[config.mk]
export PLATFORM = sky130hd
export DESIGN_NAME = hfrv_trace_fifo
export DESIGN_NICKNAME = d
export VERILOG_FILES = /design/src/rtl/hfrv_trace_pkg.sv /design/src/rtl/hfrv_trace_ram.sv /design/src/rtl/hfrv_trace_fifo.sv
export SDC_FILE = /design/constraint.sdc
export NUM_CORES = 2
export LEC_CHECK = 0
export CAP_MARGIN = 15
export CORE_MARGIN = 4
export CORE_UTILIZATION = 50
export DETAILED_ROUTE_END_ITERATION = 8
export PLACE_DENSITY = 0.67
export SLEW_MARGIN = 10
export SYNTH_ARGS = -nofsm -noshare
export SYNTH_HDL_FRONTEND = slang
export SYNTH_SLANG_ARGS = --single-unit
[constraint.sdc]
create_clock -name clk -period 3.6 [get_ports clk]
set_input_delay 0.72 -clock clk [delete_from_list [all_inputs] [get_ports clk]]
set_output_delay 0.72 -clock clk [all_outputs]
set_load 0.03 [all_outputs]
[src/rtl/hfrv_trace_pkg.sv]
// hfrv_trace_pkg: shared types and helpers for the retired-instruction trace buffer.
//
// Contents:
//   SEQ_MAX_W     widest sequence number an entry can hold; the top stores SEQ_W bits
//                 zero-extended into this field, so SEQ_W must not exceed it.
//   trace_entry_t one buffered retire record {pc, instr, seq, ts}; the ts field only
//                 exists when HFRV_TRACE_TIMESTAMP_EN is defined.
//   ptr_w()       pointer width for a given power-of-two depth.
//
// Configuration macro: HFRV_TRACE_TIMESTAMP_EN (adds the per-entry 32-bit timestamp).

package hfrv_trace_pkg;

    localparam int unsigned SEQ_MAX_W = 32;

    typedef struct packed {
        logic [31:0]          pc;
        logic [31:0]          instr;
        logic [SEQ_MAX_W-1:0] seq;
`ifdef HFRV_TRACE_TIMESTAMP_EN
        logic [31:0]          ts;
`endif
    } trace_entry_t;

    function automatic int unsigned ptr_w(input int unsigned depth);
        return $clog2(depth);
    endfunction

endpackage

[src/rtl/hfrv_trace_ram.sv]
// hfrv_trace_ram: DEPTH x trace_entry_t register array for the trace FIFO.
//
// One synchronous write port, one asynchronous (combinational) read port so the
// FIFO head can be presented first-word-fall-through. Reset clears every slot,
// which keeps the stale head at zero after reset.
//
// Ports:
//   clk    in   rising-edge clock
//   reset  in   synchronous active-high reset, clears storage
//   we     in   write enable
//   waddr  in   write slot
//   wdata  in   entry to write
//   raddr  in   read slot
//   rdata  out  entry at raddr (combinational)
//
// Configuration macro: HFRV_TRACE_TIMESTAMP_EN (changes trace_entry_t width only).

module hfrv_trace_ram
    import hfrv_trace_pkg::*;
#(
    parameter int unsigned DEPTH = 16,
    parameter int unsigned PTR_W = 4
) (
    input  logic             clk,
    input  logic             reset,
    input  logic             we,
    input  logic [PTR_W-1:0] waddr,
    input  trace_entry_t     wdata,
    input  logic [PTR_W-1:0] raddr,
    output trace_entry_t     rdata
);

    trace_entry_t mem [DEPTH];

    always_ff @(posedge clk) begin
        if (reset) begin
            mem <= '{default: '0};
        end else if (we) begin
            mem[waddr] <= wdata;
        end
    end

    assign rdata = mem[raddr];

endmodule

[src/rtl/hfrv_trace_fifo.sv]
// hfrv_trace_fifo: retired-instruction trace buffer between the core and the monitor.
//
// Every capture (enable && in_valid) consumes a sequence number. The entry is stored
// unless the FIFO is full with no pop in the same cycle, in which case it is dropped,
// overflow sticks high and drop_cnt counts up (saturating). The core is never stalled.
// The head is presented first-word-fall-through on a valid/ready stream.
//
// Parameters:
//   DEPTH  FIFO entries, power of two, >= 2
//   SEQ_W  sequence-number and drop-counter width, <= 32
//
// Ports:
//   clk, reset              rising-edge clock, synchronous active-high reset
//   enable                  capture enable; in_valid ignored while low
//   in_valid/in_pc/in_instr retire strobe and payload from the core
//   out_valid/out_ready     head handshake to the monitor
//   out_pc/out_instr/out_seq head entry fields
//   out_ts                  head timestamp (only with HFRV_TRACE_TIMESTAMP_EN)
//   count                   occupancy
//   overflow                sticky: an entry was dropped since reset
//   drop_cnt                dropped entries, saturating
//
// Configuration macro: HFRV_TRACE_TIMESTAMP_EN adds a free-running 32-bit cycle
// counter, per-entry ts storage and the out_ts port.

module hfrv_trace_fifo
    import hfrv_trace_pkg::*;
#(
    parameter int unsigned DEPTH = 16,
    parameter int unsigned SEQ_W = 16
) (
    input  logic                   clk,
    input  logic                   reset,
    input  logic                   enable,
    input  logic                   in_valid,
    input  logic [31:0]            in_pc,
    input  logic [31:0]            in_instr,
    output logic                   out_valid,
    input  logic                   out_ready,
    output logic [31:0]            out_pc,
    output logic [31:0]            out_instr,
    output logic [SEQ_W-1:0]       out_seq,
`ifdef HFRV_TRACE_TIMESTAMP_EN
    output logic [31:0]            out_ts,
`endif
    output logic [$clog2(DEPTH):0] count,
    output logic                   overflow,
    output logic [SEQ_W-1:0]       drop_cnt
);

    localparam int unsigned PTR_W = ptr_w(DEPTH);
    localparam int unsigned CNT_W = PTR_W + 1;

    logic [PTR_W-1:0] wr_ptr_q, wr_ptr_d;
    logic [PTR_W-1:0] rd_ptr_q, rd_ptr_d;
    logic [CNT_W-1:0] count_q, count_d;
    logic [SEQ_W-1:0] seq_q, seq_d;
    logic [SEQ_W-1:0] drop_cnt_q, drop_cnt_d;
    logic             overflow_q, overflow_d;

    logic capture, full, push, pop, drop;

    trace_entry_t wr_entry;
    trace_entry_t rd_entry;

`ifdef HFRV_TRACE_TIMESTAMP_EN
    logic [31:0] ts_q;

    // Free-running; wraps naturally at 2^32.
    always_ff @(posedge clk) begin
        if (reset) begin
            ts_q <= '0;
        end else begin
            ts_q <= ts_q + 32'd1;
        end
    end
`endif

    assign capture = enable && in_valid;
    assign full    = (count_q == CNT_W'(DEPTH));
    assign pop     = out_valid && out_ready;
    // A pop in the same cycle frees the slot, so a full FIFO can still accept.
    assign push    = capture && (!full || pop);
    assign drop    = capture && full && !pop;

    always_comb begin
        wr_entry       = '0;
        wr_entry.pc    = in_pc;
        wr_entry.instr = in_instr;
        wr_entry.seq   = SEQ_MAX_W'(seq_q);
`ifdef HFRV_TRACE_TIMESTAMP_EN
        wr_entry.ts    = ts_q;
`endif
    end

    always_comb begin
        wr_ptr_d   = wr_ptr_q;
        rd_ptr_d   = rd_ptr_q;
        count_d    = count_q;
        seq_d      = seq_q;
        drop_cnt_d = drop_cnt_q;
        overflow_d = overflow_q;

        if (push) begin
            wr_ptr_d = wr_ptr_q + PTR_W'(1);
        end
        if (pop) begin
            rd_ptr_d = rd_ptr_q + PTR_W'(1);
        end

        unique case ({push, pop})
            2'b10:   count_d = count_q + CNT_W'(1);
            2'b01:   count_d = count_q - CNT_W'(1);
            default: count_d = count_q;
        endcase

        // Dropped captures still burn a sequence number so the loss shows as a gap.
        if (capture) begin
            seq_d = seq_q + SEQ_W'(1);
        end

        if (drop) begin
            overflow_d = 1'b1;
            if (drop_cnt_q != '1) begin
                drop_cnt_d = drop_cnt_q + SEQ_W'(1);
            end
        end
    end

    always_ff @(posedge clk) begin
        if (reset) begin
            wr_ptr_q   <= '0;
            rd_ptr_q   <= '0;
            count_q    <= '0;
            seq_q      <= '0;
            drop_cnt_q <= '0;
            overflow_q <= 1'b0;
        end else begin
            wr_ptr_q   <= wr_ptr_d;
            rd_ptr_q   <= rd_ptr_d;
            count_q    <= count_d;
            seq_q      <= seq_d;
            drop_cnt_q <= drop_cnt_d;
            overflow_q <= overflow_d;
        end
    end

    hfrv_trace_ram #(
        .DEPTH (DEPTH),
        .PTR_W (PTR_W)
    ) u_ram (
        .clk   (clk),
        .reset (reset),
        .we    (push),
        .waddr (wr_ptr_q),
        .wdata (wr_entry),
        .raddr (rd_ptr_q),
        .rdata (rd_entry)
    );

    assign out_valid = (count_q != '0);
    assign out_pc    = rd_entry.pc;
    assign out_instr = rd_entry.instr;
    assign out_seq   = rd_entry.seq[SEQ_W-1:0];
`ifdef HFRV_TRACE_TIMESTAMP_EN
    assign out_ts    = rd_entry.ts;
`endif
    assign count     = count_q;
    assign overflow  = overflow_q;
    assign drop_cnt  = drop_cnt_q;

    // Seq bits above SEQ_W are always written as zero and never read.
    if (SEQ_W < SEQ_MAX_W) begin : g_seq_hi
        logic seq_hi_unused;
        assign seq_hi_unused = ^rd_entry.seq[SEQ_MAX_W-1:SEQ_W];
    end

endmodule

==> flow_summary.toml <==
[clock_tree]
cts_root_buf = "clkbuf_16"
clk_pin_slew_ns = 0.06
numClockSinks = 1326
cts_made_buffers = 141
clockBufferDepth = 3
cts_tree = "built"
cts_max_level = 4
insertion_delay_ns = 0.77

[synth]
synth_flop_cell = "dfxtp_1"
ys_top_cells_by_area = "dfxtp_1 46%, nand2_1 17%, mux4_2 16%"
synthesis.nets = 6604
ys_warn_count = 0
synth_seq_cells = 1326
yosysTopAreaCellShare_pct = 46.2
synth_top_area_cell = "dfxtp_1"
synth_edf_count = 0
syn_inst = 6524
ys_seq_area_share_pct = 46.2
yosysUniqueCellTypes = 57
syn_area_mm2 = 0.0574
synth.avg_cell_area_um2 = 8.80
async_flop_share_pct = 0

[place]
dp_hpwl_mm = 97.2
gp_congestion = 0.782
io_buffers = 171
dp_cells = 7675

[hold_path]
hp-class = "input pin to flip-flop"

[sta]
finalHoldViolations = 0
relSlewSlack_pct = 34.9
worst_pin_slew_ns = 0.967
postLayoutSetupSlackWorst_ns = -0.108
slew_violations = 0
final-setup-viol-count = 48
finClkSkew_ns = 0.0353
fmax_mhz = 270
period_share_pct = 103
rsz0062_at_grt = "yes"
period_needed_ns = 3.71

[die]
num_rows = 124
die_w_um = 347
initial_utilization_pct = 50.3
io_pins = 172
dieArea_mm2 = 0.120
coreArea_mm2 = 0.114
fp.dieH_um = 347

[routing]
drcViolationCount = 0
dr.pass1.iters = 6
via_count = 48700
ant_nets = 0
vias_per_cell = 6.03
drt_iter0_drc = 5962
routedWlPerCell_um = 23.8
routed_wirelength_mm = 192

[power_and_ir_drop]
p_leak_nw = 21.4
irDropWorstVdd_v = 0.000513
p_per_area_mw_per_mm2 = 522

[grt]
track_usage_pct = 30.8
grt_pass1_vias = 46800
grt_max_degree = 176
grt_first_pass_wirelength_mm = 287
overflow = 0
antenna_found_initial = 15

[run]
drv_cap = 0

[cells_and_area]
final_layout_size_suffix_gt1_share_pct = 18.5
layout_common_cells = "2581 x nand2_1, 1322 x dfxtp_1, 1132 x a21oi_1"
final_common_cell = "nand2_1"
nets = 6538
fin_util_pct = 59.1
area_delta_synth_final_pct = 17.7
final_cell_count_no_fill = 8087

[critical_path]
crit_fanout = 6
arrival_ns = 2.99
crit_path_end_kind = "output pin"
cp_data_required_time_ns = 2.88
worstSetupPathType = "flip-flop to output pin"
start_kind = "flip-flop"

[run_status]
outcome = "complete, but fails checks"
violations = "setup timing"
==> cells by family after synthesis <==
kind of cell | after synthesis | share of synthesized area, %
compound gates | 1368 | 13.8
xor+xnor | 19 | 0.290
fa+ha+maj | 11 | 0.240
buf+inv | 697 | 5.57
flops | 1326 | 46.2
mux | 406 | 15.8
simple gates | 2697 | 18.0
==> final timing paths <==
kind              slack (ns)  depth (start not counted)                         start                            to
hold / removal          0.36                          2                         reset         overflow$_SDFFE_PP0P_
setup / recovery       -0.11                          7      rd_ptr_q[0]$_SDFFE_PP0P_                  out_instr[0]
setup reg to reg        0.61                         10         count[1]$_SDFFE_PP0P_         count[4]$_SDFFE_PP0P_
hold reg to reg         0.45                          2  u_ram.mem[1206]$_SDFFE_PP0P_  u_ram.mem[1206]$_SDFFE_PP0P_
==> layout make-up <==
class | count | area, um^2
sequential | 1326 | 26600
fill | 9566 | 46700
clock inverter | 42 | 488
inverter | 11 | 41.3
clock buffer | 211 | 4120
antenna | 7 | 17.5
timing repair buffer | 477 | 6600
tap | 1512 | 1890
multi-input combinational | 4501 | 27800
==> power by group <==
| part | switching, mW | leakage (nW) | internal (mW) |
|---|---|---|---|
| sequential | 0.122 | 10.7 | 14.8 |
| clock | 6.25 | 2.26 | 8.22 |
| combinational | 3.02 | 8.42 | 2.82 |
==> Yosys cell counts, types with 10 or more instances <==
library cell / number
buf_1: 27
nor2_1: 29
xnor2_1: 11
inv_1: 11
buf_6: 62
nand4_1: 10
mux4_2: 400
clkbuf_1: 508
buf_2: 88
a21oi_1: 1132
nand2_1: 2581
a21oi_2: 170
dfxtp_1: 1326
nand3_1: 20
ha_1: 11
==> worst max-delay path: stages (launching register included) <==
cell and delay [ns]:
dfxtp_4 0.40, buf_12 0.13, buf_16 0.16, buf_16 0.15, buf_8 0.13, mux4_2 0.51
mux4_2 0.56, buf_6 0.18
==> through the flow <==
step | setup TNS (ns) | instance area [um^2] | worst slack, ns | hold slack (ns) | power [mW]
global route | -4.83 | 67500 | -0.149 | 0.393 | 36.2
detailed placement | 0 | 60200 | 0.285 | 0.443 | 19.4
finish | -1.86 | 67500 | -0.108 | 0.362 | 35.2
CTS | -5.53 | 67100 | -0.153 | 0.348 | 35.0
floorplan | 0 | 57400 | 0.351 | 0.433 | 18.0
global placement | 0 | 60200 | 0.255 | 0.438 | 19.3
==> timing repair <==
item / in CTS / in global routing
endpoints found under the setup margin: 80 / 78
hold buffers: 0 / 0
gates cloned: 27 / 12
buffers inserted: 92 / 35
resized for setup: 375 / 50
endpoints found under the hold margin: 0 / 0
==> flip-flops by register name (all words and copies together) (netlist names) <==
register and flops:
u_ram.mem 1280, drop_cnt 16, seq_q 16, count 5
rd_ptr_q 4, wr_ptr_q 4, overflow 1
==> per-layer routing <==
metal	up-vias	part of all wire, %	track usage [%]
met1	23900	38	39.6
li1	21800	-	-
met3	544	9.1	5.49
met5	-	0.047	0
met2	2498	48	51.1
met4	14	4.3	13.4
Power figures use the tool's default switching activity.
